**src/rtl/usr_seq_ctrl_if.sv**
```systemverilog
// Command channel between a host and the USR command sequencer.
// Ports (signals):
//   cmd_valid  host -> ctrl  command present
//   cmd_ready  ctrl -> host  controller can accept a command
//   cmd_op     host -> ctrl  0 LOAD-only, 1 SHL, 2 SHR, 3 ROL, 4 ROR, 5-7 illegal
//   cmd_load   host -> ctrl  parallel-load cmd_data before stepping
//   cmd_data   host -> ctrl  parallel load value
//   cmd_count  host -> ctrl  number of shift/rotate steps
//   cmd_fill   host -> ctrl  serial fill bit for SHL/SHR
// Modports: master (host side), slave (controller side).
interface usr_seq_ctrl_if #(
    parameter int WIDTH = 8,
    parameter int CNT_W = 4
);
    logic             cmd_valid;
    logic             cmd_ready;
    logic [2:0]       cmd_op;
    logic             cmd_load;
    logic [WIDTH-1:0] cmd_data;
    logic [CNT_W-1:0] cmd_count;
    logic             cmd_fill;

    modport master (
        output cmd_valid, cmd_op, cmd_load, cmd_data, cmd_count, cmd_fill,
        input  cmd_ready
    );

    modport slave (
        input  cmd_valid, cmd_op, cmd_load, cmd_data, cmd_count, cmd_fill,
        output cmd_ready
    );
endinterface

```
**src/rtl/usr_seq_ctrl.sv**
```systemverilog
// Command sequencer for an 8-bit universal shift register (USR).
// Accepts one command at a time (optional parallel load followed by N
// shift/rotate steps), drives the USR control pins and reports the final
// register value with a one-cycle done pulse.
// Ports:
//   clock       rising-edge system clock
//   reset       synchronous active-high reset
//   cmd         command channel (slave side of usr_seq_ctrl_if)
//   usr_q       USR current output
//   usr_in      USR parallel input (holds last loaded value)
//   usr_select  00 hold, 01 shift left, 10 shift right, 11 parallel load
//   usr_sinl    serial in entering bit WIDTH-1 on shift right
//   usr_sinr    serial in entering bit 0 on shift left
//   busy        command in progress
//   done        one-cycle completion pulse
//   err         valid with done; illegal op
//   result      final USR value, held until next done
module usr_seq_ctrl #(
    parameter int WIDTH = 8,
    parameter int CNT_W = 4
) (
    input  logic             clock,
    input  logic             reset,
    usr_seq_ctrl_if.slave    cmd,
    input  logic [WIDTH-1:0] usr_q,
    output logic [WIDTH-1:0] usr_in,
    output logic [1:0]       usr_select,
    output logic             usr_sinl,
    output logic             usr_sinr,
    output logic             busy,
    output logic             done,
    output logic             err,
    output logic [WIDTH-1:0] result
);

    typedef enum logic [1:0] {
        S_IDLE,
        S_LOAD,
        S_SHIFT,
        S_FIN
    } state_t;

    typedef enum logic [2:0] {
        OP_LOAD = 3'd0,
        OP_SHL  = 3'd1,
        OP_SHR  = 3'd2,
        OP_ROL  = 3'd3,
        OP_ROR  = 3'd4
    } op_t;

    state_t           state, state_d;
    logic [CNT_W-1:0] cnt;
    logic [2:0]       op_q;
    logic             fill_q;
    logic             err_q;

    logic accept;
    logic op_legal;
    logic op_load;
    logic op_steps;

    assign cmd.cmd_ready = (state == S_IDLE) && !reset;
    assign accept        = cmd.cmd_valid && cmd.cmd_ready;
    assign busy          = (state != S_IDLE);

    // Decode of the incoming command, used only on the accept edge.
    assign op_legal = (cmd.cmd_op <= OP_ROR);
    assign op_load  = cmd.cmd_load || (cmd.cmd_op == OP_LOAD);
    assign op_steps = (cmd.cmd_count != '0) && (cmd.cmd_op != OP_LOAD);

    always_ff @(posedge clock) begin
        if (reset) begin
            state  <= S_IDLE;
            cnt    <= '0;
            op_q   <= '0;
            fill_q <= 1'b0;
            err_q  <= 1'b0;
            usr_in <= '0;
            done   <= 1'b0;
            err    <= 1'b0;
            result <= '0;
        end else begin
            state <= state_d;
            done  <= (state == S_FIN);
            err   <= (state == S_FIN) && err_q;
            if (state == S_FIN) begin
                result <= usr_q;
            end
            if (accept) begin
                op_q   <= cmd.cmd_op;
                cnt    <= cmd.cmd_count;
                fill_q <= cmd.cmd_fill;
                err_q  <= !op_legal;
                // Illegal commands leave the USR pins untouched, usr_in included.
                if (op_legal && op_load) begin
                    usr_in <= cmd.cmd_data;
                end
            end else if (state == S_SHIFT) begin
                cnt <= cnt - CNT_W'(1);
            end
        end
    end

    always_comb begin
        state_d    = state;
        usr_select = 2'b00;
        usr_sinl   = 1'b0;
        usr_sinr   = 1'b0;
        case (state)
            S_IDLE: begin
                if (accept) begin
                    if (!op_legal) begin
                        state_d = S_FIN;
                    end else if (op_load) begin
                        state_d = S_LOAD;
                    end else if (op_steps) begin
                        state_d = S_SHIFT;
                    end else begin
                        state_d = S_FIN;
                    end
                end
            end
            S_LOAD: begin
                usr_select = 2'b11;
                // Only legal ops reach LOAD, so op != 0 means a shift/rotate.
                state_d = ((cnt != '0) && (op_q != OP_LOAD)) ? S_SHIFT : S_FIN;
            end
            S_SHIFT: begin
                case (op_q)
                    OP_SHL: begin
                        usr_select = 2'b01;
                        usr_sinr   = fill_q;
                    end
                    OP_SHR: begin
                        usr_select = 2'b10;
                        usr_sinl   = fill_q;
                    end
                    OP_ROL: begin
                        usr_select = 2'b01;
                        usr_sinr   = usr_q[WIDTH-1];
                    end
                    OP_ROR: begin
                        usr_select = 2'b10;
                        usr_sinl   = usr_q[0];
                    end
                    default: usr_select = 2'b00;
                endcase
                if (cnt <= CNT_W'(1)) begin
                    state_d = S_FIN;
                end
            end
            S_FIN: begin
                state_d = S_IDLE;
            end
            default: state_d = S_IDLE;
        endcase
    end

endmodule

```
**src/flat_wrapper.sv**
```systemverilog
// flat-port wrapper written by rule: the top's interface ports become plain ports
module usr_seq_ctrl_flat 
#(
    parameter int WIDTH = 8,
    parameter int CNT_W = 4
)
  (clock, reset, usr_q, usr_in, usr_select, usr_sinl, usr_sinr, busy, done, err, result, cmd_cmd_valid, cmd_cmd_op, cmd_cmd_load, cmd_cmd_data, cmd_cmd_count, cmd_cmd_fill, cmd_cmd_ready);
  usr_seq_ctrl_if #(.WIDTH(WIDTH), .CNT_W(CNT_W)) cmd_i ();
  input  logic clock;
  input  logic reset;
  input  logic [WIDTH-1:0] usr_q;
  output logic [WIDTH-1:0] usr_in;
  output logic [1:0] usr_select;
  output logic usr_sinl;
  output logic usr_sinr;
  output logic busy;
  output logic done;
  output logic err;
  output logic [WIDTH-1:0] result;
  input wire logic [$bits(cmd_i.cmd_valid)-1:0] cmd_cmd_valid;
  input wire logic [$bits(cmd_i.cmd_op)-1:0] cmd_cmd_op;
  input wire logic [$bits(cmd_i.cmd_load)-1:0] cmd_cmd_load;
  input wire logic [$bits(cmd_i.cmd_data)-1:0] cmd_cmd_data;
  input wire logic [$bits(cmd_i.cmd_count)-1:0] cmd_cmd_count;
  input wire logic [$bits(cmd_i.cmd_fill)-1:0] cmd_cmd_fill;
  output wire logic [$bits(cmd_i.cmd_ready)-1:0] cmd_cmd_ready;
  assign cmd_i.cmd_valid = cmd_cmd_valid;
  assign cmd_i.cmd_op = cmd_cmd_op;
  assign cmd_i.cmd_load = cmd_cmd_load;
  assign cmd_i.cmd_data = cmd_cmd_data;
  assign cmd_i.cmd_count = cmd_cmd_count;
  assign cmd_i.cmd_fill = cmd_cmd_fill;
  assign cmd_cmd_ready = cmd_i.cmd_ready;
  usr_seq_ctrl #(.WIDTH(WIDTH), .CNT_W(CNT_W)) u_core (.clock(clock), .reset(reset), .cmd(cmd_i), .usr_q(usr_q), .usr_in(usr_in), .usr_select(usr_select), .usr_sinl(usr_sinl), .usr_sinr(usr_sinr), .busy(busy), .done(done), .err(err), .result(result));
endmodule
```
**config.mk**
```make
export PLATFORM = sky130hd
export DESIGN_NAME = usr_seq_ctrl_flat
export DESIGN_NICKNAME = d
export VERILOG_FILES = /design/src/rtl/usr_seq_ctrl_if.sv /design/src/rtl/usr_seq_ctrl.sv /design/src/flat_wrapper.sv
export SDC_FILE = /design/constraint.sdc
export NUM_CORES = 1
export LEC_CHECK = 0
export BUFFER_PORTS_ARGS = -buffer_cell sky130_fd_sc_hd__buf_2
export CAP_MARGIN = 30
export CORE_MARGIN = 2
export CORE_UTILIZATION = 44
export CTS_BUF_LIST = sky130_fd_sc_hd__clkbuf_16
export DETAILED_ROUTE_END_ITERATION = 10
export PLACE_DENSITY = 0.84
export SYNTH_ARGS = -nofsm -noshare
export SYNTH_HDL_FRONTEND = slang
export SYNTH_SLANG_ARGS = --single-unit
```
**constraint.sdc**
```tcl
create_clock -name clock -period 1.65 [get_ports clock]
set_clock_uncertainty 0.15 [all_clocks]
set_input_delay 0.2475 -clock clock [delete_from_list [all_inputs] [get_ports clock]]
set_output_delay 0.2475 -clock clock [all_outputs]
set_load 0.05 [all_outputs]
```
* Word level (Yosys, flattened, before mapping)
Index checks and enable logic that the tools add are counted.
** Word-level totals
- Register bits :: 29
- Bits of input ports :: 28
- Output and inout port bits :: 24
- Word-level logic and storage cells :: 57
** Cells by class
- Add/subtract/negate cells :: 1
- $lt $le $gt $ge :: 2
- Eq/ne operators :: 9
- Multiplexer cells :: 15
- Reductions and logical operators :: 21
** Operator list (number)
- $mux W2 :: 4
- $mux W4 :: 2
- $pmux W2 S2 :: 2
- $pmux W2 S4 :: 1
- $reduce_bool A4 Y1 :: 2
- $eq A3 B2 Y1 const B :: 2
- $logic_and A1 B1 Y1 :: 6
- $reduce_bool A3 Y1 :: 2
- $eq A2 B2 Y1 const B :: 2
- $le A4 B1 Y1 const B :: 1
- $mux W1 :: 4
- $pmux W1 S2 :: 2
- $reduce_and A2 Y1 :: 2
- $reduce_bool A2 Y1 :: 2
- $reduce_or A2 Y1 :: 2
- $sub A4 B1 Y4 const B :: 1
- $eq A3 B1 Y1 const B :: 1
- $eq A3 B3 Y1 const B :: 1
- $le A3 B3 Y1 const B :: 1
- $logic_not A3 Y1 :: 1
- $eq A2 B1 Y1 const B :: 1
- $logic_not A1 Y1 :: 2
- $logic_not A2 Y1 :: 1
- $ne A2 B1 Y1 const B :: 1
- 2 further kinds :: 2

* Depth between registers and ports, before layout
Gate-level depths: netlist of run 1.
- Depth after elaboration :: 7
- Depth in mapped cells :: 7
- Gate-level depth less buffers :: 6

* Least setup slack after synthesis of run 1
Ideal clock, no wire load.
- Path type :: register -> output
- From :: register u_core.state[0]
- To :: output usr_sinl
- Arrival :: 1.863 ns
- Required time :: 1.252 ns
- Slack :: -0.610 ns
- Cell stages (with the launch flop) :: 5
- Buffers on the path :: 1
- Cell sequence :: dfxtp_1 -> inv_1 -> ha_1 -> buf_4 -> nor3b_1
** On the way
- Longest elaborated chain between the ends :: 2
** Ends and longest elaborated chain
- from (decl) :: line usr_seq_ctrl.sv:51 : state_t state, state_d;
- from (signal assigned) :: line usr_seq_ctrl.sv:83 : state <= state_d;
- $eq A2 B2 Y1 :: line usr_seq_ctrl.sv:109 : case (state)
- $mux W1 :: line usr_seq_ctrl.sv:109
- to (decl) :: line flat_wrapper.sv:14 : output logic usr_sinl;
No other way between the ends.

* Worst setup path in the final report of run 1
- From :: register u_core.state[1]
- To :: output usr_select[0]
** On the way
- Longest elaborated chain between the ends :: 2
** Ends and longest elaborated chain
- $eq A2 B2 Y1 or $eq A2 B1 Y1 (tied branches) :: line usr_seq_ctrl.sv:109
- $pmux W2 S2 (*) :: line usr_seq_ctrl.sv:109
- to (decl) :: line flat_wrapper.sv:13 : output logic [1:0] usr_select;
Mark *: on every way between the ends. The rest lies on a longest branch, timed or not.

==> impl_results.md, run 1 <==
* Status: complete, but fails checks
* Failing checks: negative setup slack
* Routed Antenna Nets at 0
* Sw Pwr at 1.139 mW
* Worst hold path class: in -> reg
* Dominant synthesized flop cell: dfxtp_1
* Clk Latency, worst-skew pair at 270 ps
* DRT Pass-1 Iters at 4
* Pwr dens at 1549 mW/mm^2
* Sw Ratio at 0.3497
* Max incr delay on CP at 320 ps
* Num rows at 20
* Number of inserted diodes at 0
* Area Growth Syn to Fin at 48.67%
* Reg2reg end: u_core.state[0]
* Synth Instances at 150
* Most instantiated library cell after synthesis: dfxtp_1
* First-pass GRT wire length at 5409 um
* Initial antenna violation count at 0
* Worst-Margin Slew at 391.9 ps
* Post-layout min period at 1776 ps
* Post-synth top cells: dfxtp_1, nor2_1, mux2i_1
* Post-synth EDFFs at 0
* Logic pwr share at 0.405
* Total track usage at 0.1998
* Final worst-path cycle share at 1.077
* Yosys cell types at 38
* Post-Syn Area at 0.001414 sq mm
* DRC viols at 0
* Beginning of the critical path: u_core.state[1]
* Syn. warnings at 0
* Worst rel slew slack at 0.7375
* End of the critical path: usr_select[0]
* Syn avg cell area at 9.426 sq um
* Nets at 253
* TritonCTS clock tree: done
* Initial core utilization at 0.4631
* I/O Pins at 52
* #FFs+latches synth at 29
* Sinks on Clock Net at 29
* Int Pwr at 2.118 mW
* Final instance area at 0.002102 sq mm
* Post-synthesis sequential area ratio at 0.4106
* Routed wire length at 3456 um
* Pin count of the biggest net entering global routing at 18
* Global placer's final weighted congestion at 0.7805
* Maximum level of the CTS H-tree at 2
* Clock tree buffer depth at 2
* Vias in the first global route at 1277
* Die Height at 60.69 um
* Worst-path fanout max at 4
* WP data required at 1250 ps
* CP Cell Sequence: buf_6 > ha_4 > and3_4 > o21a_4 > buf_8
* Setup violators final at 6
* Via/cell ratio at 4.954
* Grt ovf at 0
* Cell Area, Placed at 0.001815 sq mm
* Syn Nets at 185
* Critical path arrival at 1380 ps
* Final Total Pwr at 3.257 mW
* # hold bufs at CTS at 0
* Layout cells sized above 1 at 0.4292
* Post-synthesis async set-or-reset flop share at 0
* Avg WL per Cell at 13.14 um
* Vias at 1303
* Die W at 60.69 um
* Ranking of synthesized cells by area: dfxtp_1, mux2i_1, nor2_1
* Core Util, Final at 0.6885
* Crit Path Category: reg -> out
* DR iter-0 viols at 38
* CP endpoint kind: output pin
* Final Slew Violations at 0
* Leakage at 0.9980 nW
* Area of the core at 0.003053 sq mm
* Reg2reg start: u_core.state[0]
* Cts bufs inserted at 5
* Reg2reg path depth at 6
* Flop-to-flop setup slack at -110 ps
* Post-DP HPWL at 2408 um
* PortBufs at 51
* Final hold violations at 0
* CP max-delay cell: dfxtp_2
* Die area at 0.003683 sq mm
* Seq pwr share at 0.291
* Final Worst Setup Slack at -126.3 ps
* Worst ir drop on vdd at 0.9451 mV
* RSZ-0062 raised after global routing: yes
* CTS root buf: clkbuf_16
* Clk slew on worst S/H paths at 50 ps
* Startpoint types: flip-flop
* Fmax at 0.5630 GHz
* Cell taking the most area after synthesis: dfxtp_1
* Area share of the largest cell type after synthesis at 0.4106
* Clock power share at 0.304
* Number of max-cap violations at 0
-- critical path, delay by kind of cell (launching register included) --
family,cells,cell delay (ps)
flip-flops,1,320
AND/OR/NAND/NOR,1,180
adder cells (fa/ha/maj),1,160
AO/OA/AOI/OAI,1,190
buffers and inverters,2,250
-- final cells by class --
| type | instances | area (sq um) |
|---|---|---|
| fillers | 233 | 950.9 |
| clock inverters | 3 | 37.54 |
| well taps | 44 | 55.05 |
| clock buffers | 5 | 125.1 |
| flip-flops and latches | 29 | 588.1 |
| multi-input cells | 107 | 839.6 |
| repair buffers | 69 | 431.7 |
| inverters | 6 | 25.02 |
-- routing by layer --
layer	vias to the layer above	global-route usage	wire [um]
met1	585	0.2196	1439
met4	0	0.09938	79
met5	-	0	0
li1	649	-	-
met2	59	0.3579	1734
met3	10	0.04691	203
-- placed cells by master (no fill, tap or decap), types with 2 or more instances in the layout --
cell type / Yosys / final
mux2i_1: 17 / 17
a21o_1: 2 / 2
xnor2_1: 3 / 3
clkbuf_16: 0 / 5
buf_8: 0 / 2
dfxtp_2: 0 / 3
dfxtp_1: 29 / 25
a211oi_1: 3 / 3
buf_4: 1 / 19
and2b_1: 2 / 2
nor2_1: 25 / 24
nand3b_1: 3 / 3
buf_6: 2 / 3
a21oi_1: 4 / 4
buf_2: 3 / 45
nand4_1: 2 / 2
ha_1: 7 / 4
o211ai_1: 2 / 2
nand2_1: 12 / 12
nand2b_1: 2 / 2
inv_1: 6 / 6
ha_2: 0 / 2
or4_1: 2 / 2
-- state kept, by name, summed over array words and instances, names as in the netlist --
register	flops
u_core.cnt	4
u_core.done	1
u_core.err	1
u_core.err_q	1
u_core.fill_q	1
u_core.op_q	3
u_core.result	8
u_core.state	2
u_core.usr_in	8
-- what timing repair did --
item / CTS / global route
setup buffers: 2 / 1
setup endpoints to repair: 7 / 17
gates resized for setup: 22 / 5
pin swaps: 4 / 1
-- power by group through the flow --
stage	Combinational [mW]	Clock, mW	Sequential (mW)
finish	1.32	0.989	0.947
global route	1.42	1.04	0.959
CTS	1.23	1.00	0.925
detailed placement	1.13	0	0.927
global placement	1.11	0	0.926
floorplan	0.694	0	1.02
-- cells by family after synthesis --
group	count (synthesis)	share of synthesized area
compound gates	19	0.1053
xor+xnor	4	0.02478
fa+ha+maj	7	0.06194
buf+inv	14	0.05310
flops	29	0.4106
mux	17	0.1204
simple gates	60	0.2239
-- through the flow --
| stage | TNS [ps] | std cells | hold WS [ps] | setup slack (ps) |
|---|---|---|---|---|
| floorplan | 0 | 150 | 196.5 | 6.028 |
| global placement | 0 | 252 | 286.2 | 20.26 |
| detailed placement | -11.30 | 252 | 301.1 | -8.329 |
| CTS | -442.2 | 262 | 29.70 | -123.9 |
| global route | -1153 | 263 | 38.96 | -160.6 |
| finish | -525.2 | 263 | 31.37 | -126.3 |
-- worst min-delay path by stage --
stage	to	cells past startpoint	startpoint	slack [ps]
final	u_core.fill_q	3	cmd_cmd_fill	30
after global routing	u_core.fill_q	3	cmd_cmd_fill	40
after CTS	u_core.fill_q	3	cmd_cmd_fill	30
after detailed placement	u_core.err	1	u_core.err_q	300
after global placement	u_core.fill_q	3	cmd_cmd_fill	290
after floorplan	u_core.fill_q	2	cmd_cmd_fill	200
No activity file was read; power rests on OpenSTA's default activity.
==> inputs of run 2 (changes only) <==
--- a/config.mk
+++ b/config.mk
@@ -7,11 +7,13 @@
 export LEC_CHECK = 0
 export BUFFER_PORTS_ARGS = -buffer_cell sky130_fd_sc_hd__buf_2
 export CAP_MARGIN = 30
+export CELL_PAD_IN_SITES_DETAIL_PLACEMENT = 1
+export CELL_PAD_IN_SITES_GLOBAL_PLACEMENT = 2
 export CORE_MARGIN = 2
-export CORE_UTILIZATION = 44
+export CORE_UTILIZATION = 25
 export CTS_BUF_LIST = sky130_fd_sc_hd__clkbuf_16
 export DETAILED_ROUTE_END_ITERATION = 10
-export PLACE_DENSITY = 0.84
+export PLACE_DENSITY = 0.83
 export SYNTH_ARGS = -nofsm -noshare
 export SYNTH_HDL_FRONTEND = slang
 export SYNTH_SLANG_ARGS = --single-unit
==> run 2 against run 1 <==
The run still ends with negative setup slack left. Non-clock buffer count fell by 1. Global-route usage down 6.2 points. Design area grew 3.2%. Die area is 70% higher. Wire length is 15% higher. Total power is 1.6% lower. Worst hold slack lost 12 ps.
==> impl_results.md, run 2 (synthesis results as in run 1) <==
* Status: complete, but fails checks
* Failing checks: negative setup slack
* Final Non-Filler Cells at 290
* Final Total Pwr at 3.205 mW
* DRC viols at 0
* Commonest cells after routing, fill and taps aside: buf_2, dfxtp_1, nor2_1, mux2i_1, buf_4
* Core Util, Final at 0.3962
* Clk slew on worst S/H paths at 50 ps
* Grt ovf at 0
* Vias at 1315
* DP Worst Slack at -70.77 ps
* Maximum level of the CTS H-tree at 2
* Worst hold start: cmd_cmd_fill
* Setup violators final at 6
* Crit Path Category: reg -> out
* Number of max-cap violations at 0
* Worst hold path class: in -> reg
* Commonest non-fill, non-tap cell in the layout: buf_2
* Global placer's final weighted congestion at 0.7976
* Initial core utilization at 0.2583
* Worst-Margin Slew at 409.2 ps
* CP Cell Sequence: inv_4 > ha_4 > and3_4 > o21a_4 > buf_8
* Routed wire length at 3975 um
* Startpoint types: flip-flop
* Flop-to-flop setup slack at -20 ps
* Final instance area at 0.002168 sq mm
* RSZ-0062 raised after global routing: yes
* CTS root buf: clkbuf_16
* TritonCTS clock tree: done
* Final worst-path cycle share at 1.072
* Cts bufs inserted at 5
* Post-DP HPWL at 2977 um
* Critical path arrival at 1370 ps
* Fin Setup TNS at -455.8 ps
* Max incr delay on CP at 360 ps
* Total track usage at 0.1378
* Number of inserted diodes at 0
* Area of the core at 0.005473 sq mm
* Hold Slack at 19.08 ps
* Via/cell ratio at 4.534
* Top Registers: u_core.result x8, u_core.usr_in x8, u_core.cnt x4
* Reg2reg end: u_core.state[0]
* CP max-delay cell: dfxtp_4
* Hold endpoint: u_core.fill_q
* I/O Pins at 52
* Initial antenna violation count at 0
* Worst ir drop on vdd at 0.4576 mV
* Avg WL per Cell at 13.71 um
* Pin count of the biggest net entering global routing at 20
* Layout cells sized above 1 at 0.4817
* Reg2reg path depth at 6
* DRT Pass-1 Iters at 4
* Routed Antenna Nets at 0
* Vias in the first global route at 1387
* Reg2reg start: u_core.state[1]
* Final Slew Violations at 0
* Die W at 79.20 um
* DR iter-0 viols at 49
* Die Height at 79.20 um
* Final hold violations at 0
* Clk Latency, worst-skew pair at 270 ps
* Clock tree buffer depth at 2
* Post-layout min period at 1769 ps
* Num rows at 27
* Leakage at 0.9993 nW
* Cell Area, Placed at 0.001851 sq mm
* First-pass GRT wire length at 6589 um
* # hold bufs at CTS at 0
* PortBufs at 51
* Cells after DPL at 280
* Hold Crit Depth at 3
* Sinks on Clock Net at 29
* Final Worst Setup Slack at -118.9 ps
* Die area at 0.006273 sq mm
* Worst-path fanout max at 5
* Pwr dens at 1478 mW/mm^2
* Area Growth Syn to Fin at 53.36%
* Fmax at 0.5653 GHz
* WP data required at 1250 ps
* CP endpoint kind: output pin
* Worst rel slew slack at 0.7259
* Nets at 252
## run 2: cell count changes in the layout (fill, tap and decap cells not counted), sizes merged
cell,before,now
buf,69,68
clkinv,1,2
bufinv,1,0
## run 2: worst max path at each step
| stage | start | endpoint | slack, ps | cells past startpoint |
|---|---|---|---|---|
| after floorplan | u_core.state[0] | u_core.state[0] | 6 | 6 |
| after global placement | u_core.state[1] | u_core.state[0] | -10 | 6 |
| after detailed placement | u_core.state[1] | u_core.state[0] | -70 | 6 |
| after CTS | u_core.state[0] | usr_select[0] | -130 | 5 |
| after global routing | u_core.state[1] | usr_select[0] | -160 | 5 |
| final | u_core.state[0] | usr_select[0] | -120 | 5 |
## run 2: report_power, final
| group | leakage [nW] | switching (mW) | total (mW) | internal, mW |
|---|---|---|---|---|
| logic | 0.685 | 0.757 | 1.40 | 0.641 |
| registers | 0.239 | 0.135 | 0.970 | 0.834 |
| clock network | 0.0748 | 0.292 | 0.837 | 0.545 |
## run 2: area by class of cell
class	instances	area, sq um
Sequential cell	29	595.6
Inverter	6	30.03
Clock inverter	3	13.76
Tap cell	72	90.09
Clock buffer	5	125.1
Timing Repair Buffer	68	439.2
Fill cell	657	3304
Multi-Input combinational cell	107	874.6
## run 2: worst max-delay path: cells and delay by family (launching register included)
family | cells | cell delay [ps]
DFF | 1 | 360
AOI/OAI and AO/OA | 1 | 200
and+or+nand+nor | 1 | 190
buffers and inverters | 2 | 180
adders and majority gates | 1 | 170
## run 2: timing repair
action	CTS	global route
endpoints found under the setup margin	8	18
setup buffers	1	1
gates resized for setup	33	15
pin swaps	3	5
## run 2: per-layer routing
layer,GRT usage,share of wire
met4,0.08621,0.039
met2,0.2356,0.50
met5,0,0
met3,0.02727,0.067
met1,0.1565,0.39
==> inputs of run 3 (changes only) <==
--- a/config.mk
+++ b/config.mk
@@ -5,15 +5,16 @@
 export SDC_FILE = /design/constraint.sdc
 export NUM_CORES = 1
 export LEC_CHECK = 0
+export ABC_AREA = 1
 export BUFFER_PORTS_ARGS = -buffer_cell sky130_fd_sc_hd__buf_2
 export CAP_MARGIN = 30
 export CELL_PAD_IN_SITES_DETAIL_PLACEMENT = 1
 export CELL_PAD_IN_SITES_GLOBAL_PLACEMENT = 2
 export CORE_MARGIN = 2
-export CORE_UTILIZATION = 25
+export CORE_UTILIZATION = 23
 export CTS_BUF_LIST = sky130_fd_sc_hd__clkbuf_16
 export DETAILED_ROUTE_END_ITERATION = 10
-export PLACE_DENSITY = 0.83
+export PLACE_DENSITY = 0.84
 export SYNTH_ARGS = -nofsm -noshare
 export SYNTH_HDL_FRONTEND = slang
 export SYNTH_SLANG_ARGS = --single-unit
==> run 3 against run 2 <==
Setup slack improved by 81 ps. Utilization decreased by 3.7 points. The run still ends with negative setup slack left. First-iteration DRC count decreased by 53%. Clock-buffer cell count unchanged. Sequential share of layout area increased by 0.54 points. Cell count increased by 17%.
==> impl_results.md, run 3 <==
* Commonest cells after routing, fill and taps aside: buf_2, nor2_1, inv_1, dfxtp_1, nand2_1
* CP Cell Sequence: inv_4 > ha_4 > inv_4 > a21oi_4 > buf_6
* Syn avg cell area at 7.021 sq um
* Post-Syn Area at 0.001390 sq mm
* Post-synthesis async set-or-reset flop share at 0
* Post-layout min period at 1688 ps
* Die area at 0.006681 sq mm
* Synth Instances at 198
* DRT Pass-1 Iters at 2
* Worst rel slew slack at 0.8003
* Crit Path Category: reg -> out
* DRC viols at 0
* Cell taking the most area after synthesis: dfxtp_1
* Top Registers: u_core.result x8, u_core.usr_in x8, u_core.cnt x4
* Sinks on Clock Net at 29
* Number of max-cap violations at 0
* Max incr delay on CP at 370 ps
* WP data required at 1250 ps
* Commonest non-fill, non-tap cell in the layout: buf_2
* Nets at 297
* Area share of the largest cell type after synthesis at 0.4176
* Avg WL per Cell at 11.72 um
* Clk Latency, worst-skew pair at 270 ps
* Met3 WL at 187 um
* Critical path arrival at 1290 ps
* Number of fill cells at 761
* Seq. cell area at 591.8 sq um
* # hold bufs at CTS at 0
* Leakage at 1.039 nW
* DR top layer: met4
* Global placer's final weighted congestion at 0.7597
* Cts bufs inserted at 5
* Post-synthesis sequential area ratio at 0.4176
* Area Growth Syn to Fin at 52.03%
* Final Slew Violations at 0
* Setup violators final at 3
* Post-synth EDFFs at 0
* Startpoint types: flip-flop
* RSZ-0062 raised after global routing: yes
* Vias in the first global route at 1451
* Number of inserted diodes at 0
* Most frequent cell on the critical path: inv_4
* Final worst-path cycle share at 1.023
* Most instantiated library cell after synthesis: nor2_1
* Syn. warnings at 0
* Clk slew on worst S/H paths at 50 ps
* PortBufs at 51
* Grt ovf at 0
* Worst ir drop on vdd at 0.4741 mV
* TritonCTS clock tree: done
* Area of the multi-input gates at 767.0 sq um
* Yosys cell types at 22
* Dominant synthesized flop cell: dfxtp_1
* Hold Slack at 53.50 ps
* Final hold violations at 0
* Post-DP HPWL at 3051 um
* Post-synth top cells: nor2_1, inv_1, dfxtp_1
* Fmax at 0.5924 GHz
* Worst-Margin Slew at 298.5 ps
* Die Height at 81.74 um
* Ranking of synthesized cells by area: dfxtp_1, nor2_1, o21ai_0
* Final Total Pwr at 3.614 mW
* I/O Pins at 52
* First-pass GRT wire length at 6596 um
* Area of the core at 0.005886 sq mm
* Clock tree buffer depth at 2
* Num rows at 28
* #FFs+latches synth at 29
* Initial core utilization at 0.2362
* DR iter-0 viols at 23
* Cells after DPL at 326
* Pin count of the biggest net entering global routing at 25
* Syn Nets at 233
* Status: complete, but fails checks
* Failing checks: negative setup slack
* CP max-delay cell: dfxtp_4
* Die W at 81.74 um
* CP endpoint kind: output pin
* Maximum level of the CTS H-tree at 2
* CTS root buf: clkbuf_16
* Routed Antenna Nets at 0
* Final Worst Setup Slack at -38.18 ps
* Total track usage at 0.1282
* Worst-path fanout max at 3
* Worst hold path class: in -> reg
* DR WL met2 at 2054 um
* Final instance area at 0.002113 sq mm
* Layout cells sized above 1 at 0.3612
* DP Worst Slack at 32.96 ps
* Final Non-Filler Cells at 338
* Via/cell ratio at 4.243
* Cell Area, Placed at 0.001826 sq mm
* Initial antenna violation count at 0
* Metal-1 WL at 1700 um
* Routed wire length at 3962 um
* Pwr dens at 1710 mW/mm^2
* Vias at 1434
-- run 3: cell type report --
cell class,instances,area share
timing repair buffer,60,0.1676
sequential,29,0.2800
clock inverter,3,0.01776
inverter,34,0.06809
tap,75,0.04440
clock buffer,5,0.05921
multi-input combinational,132,0.3629
-- run 3: timing repair --
action	in CTS	in global routing
endpoints found under the hold margin	0	0
gates resized for setup	29	13
setup buffers	3	1
pin swaps	5	3
setup endpoints to repair	6	18
-- run 3: final timing paths --
| check | cells past startpoint | startpoint | slack [ps] | endpoint |
|---|---|---|---|---|
| setup / recovery | 5 | u_core.state[1] | -40 | usr_select[0] |
| hold / removal | 3 | cmd_cmd_data[1] | 50 | u_core.usr_in[1] |
| setup reg to reg | 10 | u_core.state[1] | 50 | u_core.usr_in[2] |
| hold reg to reg | 2 | u_core.op_q[2] | 330 | u_core.op_q[2] |
-- run 3: power breakdown --
part	total, mW	internal (mW)	switching, mW
sequential	0.961	0.851	0.110
clock	0.996	0.699	0.297
combinational	1.66	0.603	1.05
total	3.61	2.15	1.46
-- run 3: worst max-delay path, delay by kind of cell (launching register included) --
kind,cells,cell delay [ps]
adders and majority gates,1,280
DFF,1,370
AOI/OAI and AO/OA,1,100
buffers and inverters,3,260
-- run 3: cells by family (layout without fill, tap and decap cells) --
logic type,count (synthesis),after routing,synth area share
adder cells (fa/ha/maj),7,7,0.06300
flip-flops,29,29,0.4176
XOR/XNOR,2,2,0.01260
AND/OR/NAND/NOR,82,82,0.2421
buffers and inverters,37,102,0.1062
AO/OA/AOI/OAI,41,41,0.1584
-- run 3: per-layer routing --
metal / global-route usage / vias to the layer above
met5: 0 / -
met4: 0.03500 / 0
met3: 0.03626 / 2
met2: 0.2203 / 28
met1: 0.1563 / 656
li1: - / 748
-- run 3: per-stage QoR --
step,TNS [ps],utilization
2_1_floorplan,-4822,-
3_3_place_gp,0,0.3102
3_5_place_dp,0,0.3102
4_1_cts,-135.1,0.3548
5_1_grt,-774.3,0.3591
6_report,-77.19,0.3591
